--- src/rtl/packet_arbiter.sv ---
// Round-robin N-to-1 merge point: the winning input is enqueued into a small FIFO
// that drains on a single val/rdy output stream. Messages pass through untouched.
module packet_arbiter #(
   parameter int unsigned nbits    = 32,
   parameter int unsigned ninputs  = 8,
   parameter int unsigned nentries = 2
) (
   input  logic             clk,
   input  logic             reset,
   input  logic             istream_val [0:ninputs-1],
   input  logic [nbits-1:0] istream_msg [0:ninputs-1],
   output logic             istream_rdy [0:ninputs-1],
   output logic             ostream_val,
   output logic [nbits-1:0] ostream_msg,
   input  logic             ostream_rdy
);

   localparam int unsigned ptr_w  = $clog2(ninputs);
   localparam int unsigned addr_w = $clog2(nentries);
   localparam int unsigned cnt_w  = $clog2(nentries + 1);

   logic [ptr_w-1:0]   prio_q, prio_d, gnt_ptr;
   logic [addr_w-1:0]  rd_ptr_q, wr_ptr_q, rd_ptr_nxt, wr_ptr_nxt;
   logic [cnt_w-1:0]   count_q, count_d;
   logic [nbits-1:0]   mem_q [0:nentries-1];
   logic [ninputs-1:0] req, gnt_oh;
   logic [nbits-1:0]   enq_msg;
   logic               space, found, enq, deq;

   // Space comes from the registered count only, so ostream_rdy never reaches istream_rdy.
   assign space       = (count_q < cnt_w'(nentries));
   assign enq         = found & space;
   assign ostream_val = (count_q != '0);
   assign deq         = ostream_val & ostream_rdy;
   assign ostream_msg = mem_q[rd_ptr_q];

   always_comb begin
      req     = '0;
      gnt_oh  = '0;
      gnt_ptr = '0;
      found   = 1'b0;
      for (int unsigned i = 0; i < ninputs; i++) begin
         req[i] = istream_val[i];
      end
      // First pass covers inputs at or above the pointer, second pass wraps to the rest.
      for (int unsigned i = 0; i < ninputs; i++) begin
         if (!found && req[i] && (ptr_w'(i) >= prio_q)) begin
            found     = 1'b1;
            gnt_oh[i] = 1'b1;
            gnt_ptr   = ptr_w'(i);
         end
      end
      for (int unsigned i = 0; i < ninputs; i++) begin
         if (!found && req[i]) begin
            found     = 1'b1;
            gnt_oh[i] = 1'b1;
            gnt_ptr   = ptr_w'(i);
         end
      end
   end

   always_comb begin
      enq_msg = '0;
      for (int unsigned i = 0; i < ninputs; i++) begin
         istream_rdy[i] = gnt_oh[i] & space & reset;
         if (gnt_oh[i]) begin
            enq_msg = istream_msg[i];
         end
      end
   end

   always_comb begin
      prio_d = prio_q;
      if (enq) begin
         prio_d = (gnt_ptr == ptr_w'(ninputs - 1)) ? '0 : gnt_ptr + ptr_w'(1);
      end
   end

   assign wr_ptr_nxt = (wr_ptr_q == addr_w'(nentries - 1)) ? '0 : wr_ptr_q + addr_w'(1);
   assign rd_ptr_nxt = (rd_ptr_q == addr_w'(nentries - 1)) ? '0 : rd_ptr_q + addr_w'(1);

   always_comb begin
      count_d = count_q;
      case ({enq, deq})
         2'b10:   count_d = count_q + cnt_w'(1);
         2'b01:   count_d = count_q - cnt_w'(1);
         default: count_d = count_q;
      endcase
   end

   always_ff @(posedge clk or negedge reset) begin
      if (!reset) begin
         prio_q   <= '0;
         count_q  <= '0;
         rd_ptr_q <= '0;
         wr_ptr_q <= '0;
      end else begin
         prio_q  <= prio_d;
         count_q <= count_d;
         if (enq) begin
            wr_ptr_q <= wr_ptr_nxt;
         end
         if (deq) begin
            rd_ptr_q <= rd_ptr_nxt;
         end
      end
   end

   // Storage needs no reset; ostream_val masks stale entries.
   always_ff @(posedge clk) begin
      if (enq && reset) begin
         mem_q[wr_ptr_q] <= enq_msg;
      end
   end

endmodule
--- config.mk ---
export PLATFORM = sky130hd
export DESIGN_NAME = packet_arbiter
export DESIGN_NICKNAME = d
export VERILOG_FILES = /design/src/rtl/packet_arbiter.sv
export SDC_FILE = /design/constraint.sdc
export NUM_CORES = 1
export LEC_CHECK = 0
export CORE_ASPECT_RATIO = 1.5
export CORE_UTILIZATION = 36
export DETAILED_ROUTE_END_ITERATION = 6
export PLACE_DENSITY_LB_ADDON = 0.08
export RECOVER_POWER = 25
export SLEW_MARGIN = 20
export SYNTH_ARGS = -nofsm -noshare
export SYNTH_HDL_FRONTEND = slang
export SYNTH_SLANG_ARGS = --single-unit
--- constraint.sdc ---
create_clock -name clk -period 10.5 [get_ports clk]
set_input_delay 1.575 -clock clk [delete_from_list [all_inputs] [get_ports clk]]
set_output_delay 1.575 -clock clk [all_outputs]
set_load 0.01 [all_outputs]
After elaboration in Yosys (flattened, before gate mapping):

Memory sizes are Yosys's and may differ from the RTL's.
Cells that the tools add are included.

* memories kept: 1
* bits in registers: 7
* word-level logic and storage cells: 141
* memory bits (writable): 64
* output and inout port bits: 41
* bits of input ports: 267

Memory list
* mem_q: words 2, width 32, rd ports 1, clocked after memory_dff 0, wr ports 1, line 25 `logic [nbits-1:0] mem_q [0:nentries-1];`

* bitwise operators: 18
* equal/unequal tests: 3
* magnitude comparators: 9
* reductions and logical operators: 41
* multiplexer cells: 60
* add/sub/neg operators: 5

Operators by type and width (count)
* 32-bit 2-to-1 mux: 8
* 3-bit 2-to-1 mux: 14
* 1-bit 2-to-1 mux: 36
* 1-bit logical AND: 24
* 1-bit bitwise AND: 18
* 1-bit zero test: 15
* 3-bit >= comparator, first input constant: 4
* 1-bit by 3-bit >= comparator with 1-bit output, first input constant: 2
* 2-bit by 3-bit >= comparator with 1-bit output, first input constant: 2
* 2-bit case mux with 2 select lines: 1
* 2-bit nonzero test: 2
* 3-bit by 1-bit adder with 3-bit output, second input constant: 1
* 3-bit == test, second input constant: 1
* 1-bit adder, second input constant: 2
* 2-bit by 1-bit adder with 2-bit output, second input constant: 1
* 2-bit by 1-bit == test with 1-bit output, second input constant: 1
* 2-bit == test, second input constant: 1
* 2-bit less-than comparator, second input constant: 1
* 2-bit 2-to-1 mux: 1
* 2-bit by 1-bit subtractor with 2-bit output, second input constant: 1

Logic depth before layout (Yosys ltp):

Gate-level depths: netlist of the first run.

* word-level depth: 59
* depth in mapped cells: 11

Worst setup path after synthesis of the first run:

Ideal clock, no wire load.

* path type: input to register
* start point: input istream_val[7] in the netlist's numbering
* end point: memory mem_q[1][0] (enable)
* setup time: 0.480 ns
* setup slack: 4.805 ns
* arrival time: 5.215 ns
* buffers on the path: 1
* stages: 6
* cells stage by stage: nor2b_1 > nor2_1 > o221ai_4 > nor2_1 > buf_2 > a311oi_1

* word-level cells in the longest chain between the ends: 58

RTL lines
* from (decl): line 10 `input logic istream_val [0:ninputs-1],`
* 1-bit logical AND: line 47 `if (!found && req[i] && (ptr_w'(i) >= prio_q)) begin`
* 1-bit 2-to-1 mux: line 47
* 1-bit zero test: line 47
* 1-bit logical AND (2 in a row): line 47
* 1-bit 2-to-1 mux: line 47
* 1-bit zero test: line 47
* 1-bit logical AND (2 in a row): line 47
* 1-bit 2-to-1 mux: line 47
* [... 40 more ...]
* 1-bit 2-to-1 mux *: line 54 `if (!found && req[i]) begin`
* 1-bit zero test: line 54
* 1-bit logical AND: line 54
* 1-bit 2-to-1 mux *: line 54
* 1-bit bitwise AND *: line 32 `assign enq = found & space;`
* 1-bit logical AND *: line 111 `if (enq && reset) begin`
* 1-bit 2-to-1 mux *: line 111
* 1-bit 2-to-1 mux (implied by the code) *: line 112 `mem_q[wr_ptr_q] <= enq_msg;`
* to (decl): line 25

Mark *: on every way between the ends. The rest lies on a longest branch, timed or not.

==> out/metrics.yaml, run 1 <==
grt_pass1_wl_microns: 32900
grt_use_total_pct: 28.8
ant_nets: 0
slew_headroom_pct: -84.6
grt_setup_unrepaired: "no"
cts_resized: 0
place.gp.congestion: 0.958
violations: "DRC, capacitance limit, slew limit"
synth_area_sq_um: 5260
synth-simple-area-share_pct: 12.1
syn_inst: 540
drive_above_1_share_pct: 8.23
finalSetupViolCount: 0
tightest_slew_ns: 2.76
critPathArrivalTime_ns: 6.24
period_needed_ns: 7.81
grt_max_degree: 71
setup_tns_ns: 0
leakage_nw: 2.94
dpl_cell_area_sq_um: 8460
finalPower_mw: 1.76
placementRows: 53
hpwlAfterDp_microns: 16000
fin_crit_sh_pct: 74.4
avgSynthCellArea_sq_um: 9.75
drc: 35
status: "finished with violations"
postCtsSetupBuffers: 0
grt-ovfl-total: 0
async_flop_share_pct: 9.86
vias: 6065
finalClockSkew_ns: 0.00950
fin_util_pct: 61.8
syn_nets: 810
cts_made_buffers: 9
instances_no_fill: 1006
wirelength_microns: 21900
final-max-slew-violation-count: 70
crit_chain: "buf_2 > buf_4 > nor2b_1 > nor2_1 > o221ai_1 > nor2_1 > a21oi_1 > nor2_1 > clkdlybuf4s50_1"
cp_max_fo: 70
synth_warnings: 0
synth-edff-count: 64
holdCritPathClass: "flip-flop to flip-flop"
ys.flop_type: "edfxtp_1"
cts-hold-fix-buffers: 0
cts.sinks: 71
worstSetupPathType: "primary input to output pin"
diodes: 0
fin_area_sq_um: 8720
holdWs_ns: 0.519
drtIter0Drc: 357
fin_ws_ns: 2.69
yosysSeqAreaShare_pct: 39.8
dieArea_sq_um: 15100
endpoint_kind: "output pin"
crit_family: "simple AND/OR/NAND/NOR gates"
wl_per_cell_microns: 21.8
clk_path_buf_depth: 2
die_y_microns: 150
fmax_mhz: 128
start_kind: "primary input"
clk_pin_slew_ns: 0.06
grt_pass1_vias: 6131
start_util_pct: 37.3
worstPathRequired_ns: 8.93
vdd_drop_max_mv: 0.131
synth_common_cells: "70 x nand2_1, 64 x edfxtp_1, 63 x a221oi_1, 50 x nor2_1, 37 x clkbuf_1"
ys_ff_latch: 71
io_buffers: 307
via_per_inst: 6.03
drv_cap: 2
die-width_microns: 101
hold_viol: 0
dr.pass1.iters: 7
areaGrowthSynthToFinish_pct: 65.7
synthAdderAreaFrac_pct: 0.713
dp_cells: 991
root_buffer: "clkbuf_16"
cts.htree.levels: 3
synth_compound_area_share_pct: 34.2
power_density_nw_per_um2: 202
synth_top_family_by_area: "compound AO/OA/AOI/OAI gates"
cts_tree: "built"
synth_xor_area_share_pct: 0.832
io-pin-count: 308
synthMuxAreaShare_pct: 7.27
synth_area_leaders: "edfxtp_1 37%, a221oi_1 10%, mux2_2 6.8%"
synth_top_area_share_pct: 36.5
fin_nets: 1080
cp_num_buf_inv: 3
critPathSlowestCell: "nor2_1"
grt_antenna_before_repair: 0
clock_latency_ns: 0.33
core_area_sq_um: 14100
synth_most_common_cell: "nand2_1"
pre_cts_ws_ns: 4.38
slowest_delay_ns: 2.21
yosysUniqueCellTypes: 50
cpMostUsedCell: "nor2_1"
synth_top_area_cell: "edfxtp_1"
flip-flops by register name, indices dropped and copies added, names as in the netlist:
register and flops:
mem_q 64, prio_q 3, count_q 2, rd_ptr_q 1, wr_ptr_q 1
report_power, final:
part           internal, mW  switching [mW]  leakage (nW)  total [mW]
combinational         0.450           0.490          2.12       0.939
clock                 0.182           0.113         0.141       0.295
sequential            0.462          0.0621         0.677       0.524
kinds of logic after synthesis:
| family | Yosys count |
|---|---|
| compound gates | 214 |
| xor+xnor | 5 |
| fa+ha+maj | 3 |
| buf+inv | 65 |
| flops | 71 |
| mux | 34 |
| simple gates | 148 |
path summary, 6_finish.rpt:
kind | cells past startpoint | endpoint | start | slack, ns
max reg2reg | 6 | mem_q[1][12]$_DFFE_PP_ | prio_q[0]$_DFFE_PN0P_ | 5.33
max in group asynchronous | 1 | wr_ptr_q$_DFFE_PN0P_ | reset | 8.54
min | 1 | count_q[0]$_DFFE_PN0P_ | count_q[0]$_DFFE_PN0P_ | 0.52
min reg2reg | 1 | count_q[0]$_DFFE_PN0P_ | count_q[0]$_DFFE_PN0P_ | 0.52
max | 9 | istream_rdy[5] | istream_val[7] | 2.69
min in group asynchronous | 1 | count_q[0]$_DFFE_PN0P_ | reset | 1.63
final cells by class:
| cell class | count | area [sq um] |
|---|---|---|
| Tap cell | 192 | 240 |
| Multi-Input combinational cell | 404 | 2940 |
| Inverter | 7 | 26.3 |
| Timing Repair Buffer | 317 | 3140 |
| Fill cell | 1217 | 5400 |
| Clock buffer | 9 | 225 |
| Sequential cell | 71 | 2100 |
| Clock inverter | 6 | 61.3 |
cell usage in the layout, fill, tap and decap left out, types with 4 or more instances in the layout:
cell and count:
clkdlybuf4s50_1 274, dfrtp_1 7, o21ai_0 4, edfxtp_1 64, buf_4 10, nand2_1 70
nor2b_1 6, o22ai_1 32, inv_1 7, mux2_2 30, a221o_1 32, clkbuf_16 9
nor3_1 4, mux2_1 4, a31oi_1 32, dlygate4sd3_1 31, a32o_1 31, a221oi_1 63
nor2_1 48
layer usage:
layer | global-route usage [%] | share of wire, % | up-vias
met3 | 5.66 | 7.9 | 61
met4 | 13.7 | 4.2 | 0
met5 | 0 | 0 | -
met1 | 32.3 | 36 | 2895
li1 | - | - | 2774
met2 | 51.7 | 52 | 335
No activity file was read; power rests on OpenSTA's default activity.
==> inputs of run 2 (changes only) <==
--- a/config.mk
+++ b/config.mk
@@ -6,7 +6,7 @@
 export NUM_CORES = 1
 export LEC_CHECK = 0
 export CORE_ASPECT_RATIO = 1.5
-export CORE_UTILIZATION = 36
+export CORE_UTILIZATION = 35
 export DETAILED_ROUTE_END_ITERATION = 6
 export PLACE_DENSITY_LB_ADDON = 0.08
 export RECOVER_POWER = 25
==> constraint.sdc (replaced) <==
create_clock -name clk -period 6.6 [get_ports clk]
set_input_delay 0.99 -clock clk [delete_from_list [all_inputs] [get_ports clk]]
set_output_delay 0.99 -clock clk [all_outputs]
set_load 0.01 [all_outputs]
==> run 2 against run 1 <==
The flow finishes with violations (capacitance limit, slew limit). Power rose by 58%. Clock skew fell by 0.0036 ns. Via count rose by 0.86%. Final cell count rose by 0.50%. Combinational power rose by 58%. Design area rose by 0.13%. First-iteration DRC count rose by 30%. Count of clock-buffer cells in the layout rose by 3. Die area rose by 2.8%. Worst setup slack got worse by 1.4 ns. Non-clock buffer count did not move.
==> out/metrics.yaml, run 2 (synthesized netlist as in run 1, its figures left out) <==
status: "finished with violations"
violations: "capacitance limit, slew limit"
grt-ovfl-total: 0
swShare_pct: 37.4
fin_crit_sh_pct: 80.4
cts_resized: 0
finalClockSkew_ns: 0.00588
regMostFlops: "mem_q"
leakage_nw: 2.93
largest_register_ffs: 64
holdCritPathClass: "flip-flop to flip-flop"
drive_above_1_share_pct: 8.10
drc: 0
clk_pin_slew_ns: 0.05
clk_path_buf_depth: 2
grt_pass1_wl_microns: 32700
io-pin-count: 308
setup_tns_ns: 0
worstSetupPathType: "primary input to output pin"
power_switching_mw: 1.04
final-max-slew-violation-count: 33
power_density_nw_per_um2: 318
clock_power_share_pct: 16.6
drv_cap: 1
endpoint_kind: "output pin"
grt_setup_unrepaired: "no"
wirelength_microns: 22000
largestRegisters: "mem_q (64), prio_q (3), count_q (2)"
dieArea_sq_um: 15500
final_common_cell: "clkdlybuf4s50_1"
seq_power_share_pct: 30.0
grt_max_degree: 70
start_kind: "primary input"
n_fill_cell: 1324
io_buffers: 307
finalPower_mw: 2.78
cts_made_buffers: 9
tightest_slew_ns: 1.99
grt_pass1_vias: 6288
critPathArrivalTime_ns: 4.32
pre_cts_ws_ns: 1.77
grt_use_total_pct: 27.9
hold_viol: 0
areaGrowthSynthToFinish_pct: 65.9
fin_ws_ns: 1.29
wl_per_cell_microns: 21.8
die-width_microns: 102
via_per_inst: 6.05
fin_nets: 1080
finalSetupViolCount: 0
placementRows: 54
diodes: 0
root_buffer: "clkbuf_16"
combPwrFrac_pct: 53.4
die_y_microns: 152
period_needed_ns: 5.31
ant_nets: 0
place.gp.congestion: 0.826
power.internal_mw: 1.74
worstPathRequired_ns: 5.61
postCtsSetupBuffers: 0
cts-hold-fix-buffers: 0
cts_tree: "built"
vdd_drop_max_mv: 0.278
hpwlAfterDp_microns: 16000
dr.pass1.iters: 5
grt_antenna_before_repair: 0
vias: 6117
clock_latency_ns: 0.33
cp_max_fo: 36
holdWs_ns: 0.525
start_util_pct: 36.1
core_area_sq_um: 14600
slew_headroom_pct: -32.7
drtIter0Drc: 463
cts.sinks: 71
cts.htree.levels: 3
fmax_mhz: 188
layout_common_cells: "272 x clkdlybuf4s50_1, 70 x nand2_1, 64 x edfxtp_1, 63 x a221oi_1, 47 x nor2_1"
==> run 2: cell count changes in the layout (fill, tap and decap cells not counted), moves of 2 or more <==
cell / change
clkbuf_1: +3
clkdlybuf4s50_1: -2
clkinv_2: -2
dlygate4sd3_1: +2
nor2_4: +2
==> run 2: final cells by class <==
type,count,area (sq um),share of cell area [%]
multi-input combinational,404,2950,33.8
clock inverter,4,46.3,0.530
inverter,7,26.3,0.301
timing repair buffer,317,3130,35.9
tap,196,245,2.81
clock buffer,12,236,2.71
sequential,71,2100,24.0
==> run 2: worst max-delay path, cell delays in order <==
cell and delay [ns]:
dlygate4sd3_1 0.63, a21oi_1 0.21, o221ai_1 0.54, nor2_4 0.98, nor2_1 0.12, nor3b_1 0.25
clkdlybuf4s50_1 0.58
==> run 2: per-stage QoR <==
step	instance area, sq um	utilization [%]	cells
2_1_floorplan	5260	-	540
3_3_place_gp	8470	58.0	995
3_5_place_dp	8470	58.1	995
4_1_cts	8760	60.0	1011
5_1_grt	8730	59.8	1011
6_report	8730	59.8	1011
==> run 2: power by group through the flow <==
stage | clock, mW | combinational [mW] | sequential, mW
floorplan | 0 | 0.910 | 0.779
global placement | 0 | 1.48 | 0.834
detailed placement | 0 | 1.52 | 0.843
CTS | 0.470 | 1.53 | 0.835
global route | 0.488 | 1.60 | 0.853
finish | 0.462 | 1.48 | 0.833
==> run 2: worst paths after layout <==
kind,from,end,slack (ns),depth (start not counted)
worst max-delay path,istream_val[5],istream_rdy[7],1.29,7
worst min-delay path,count_q[0]$_DFFE_PN0P_,count_q[0]$_DFFE_PN0P_,0.53,1
worst max register to register,prio_q[0]$_DFFE_PN0P_,mem_q[1][31]$_DFFE_PP_,2.04,6
worst min register to register,count_q[0]$_DFFE_PN0P_,count_q[0]$_DFFE_PN0P_,0.53,1
max in group asynchronous,reset,count_q[0]$_DFFE_PN0P_,5.30,1
min in group asynchronous,reset,rd_ptr_q$_DFFE_PN0P_,1.02,1
==> run 2: layer usage <==
layer / global-route usage, % / wire [microns] / share of wire, % / up-vias
met4: 12.9 / 828 / 3.8 / 0
met1: 29.6 / 7730 / 35 / 2939
met5: 0 / 0 / 0 / -
li1: - / - / - / 2774
met3: 5.92 / 1790 / 8.1 / 54
met2: 51.0 / 11700 / 53 / 350
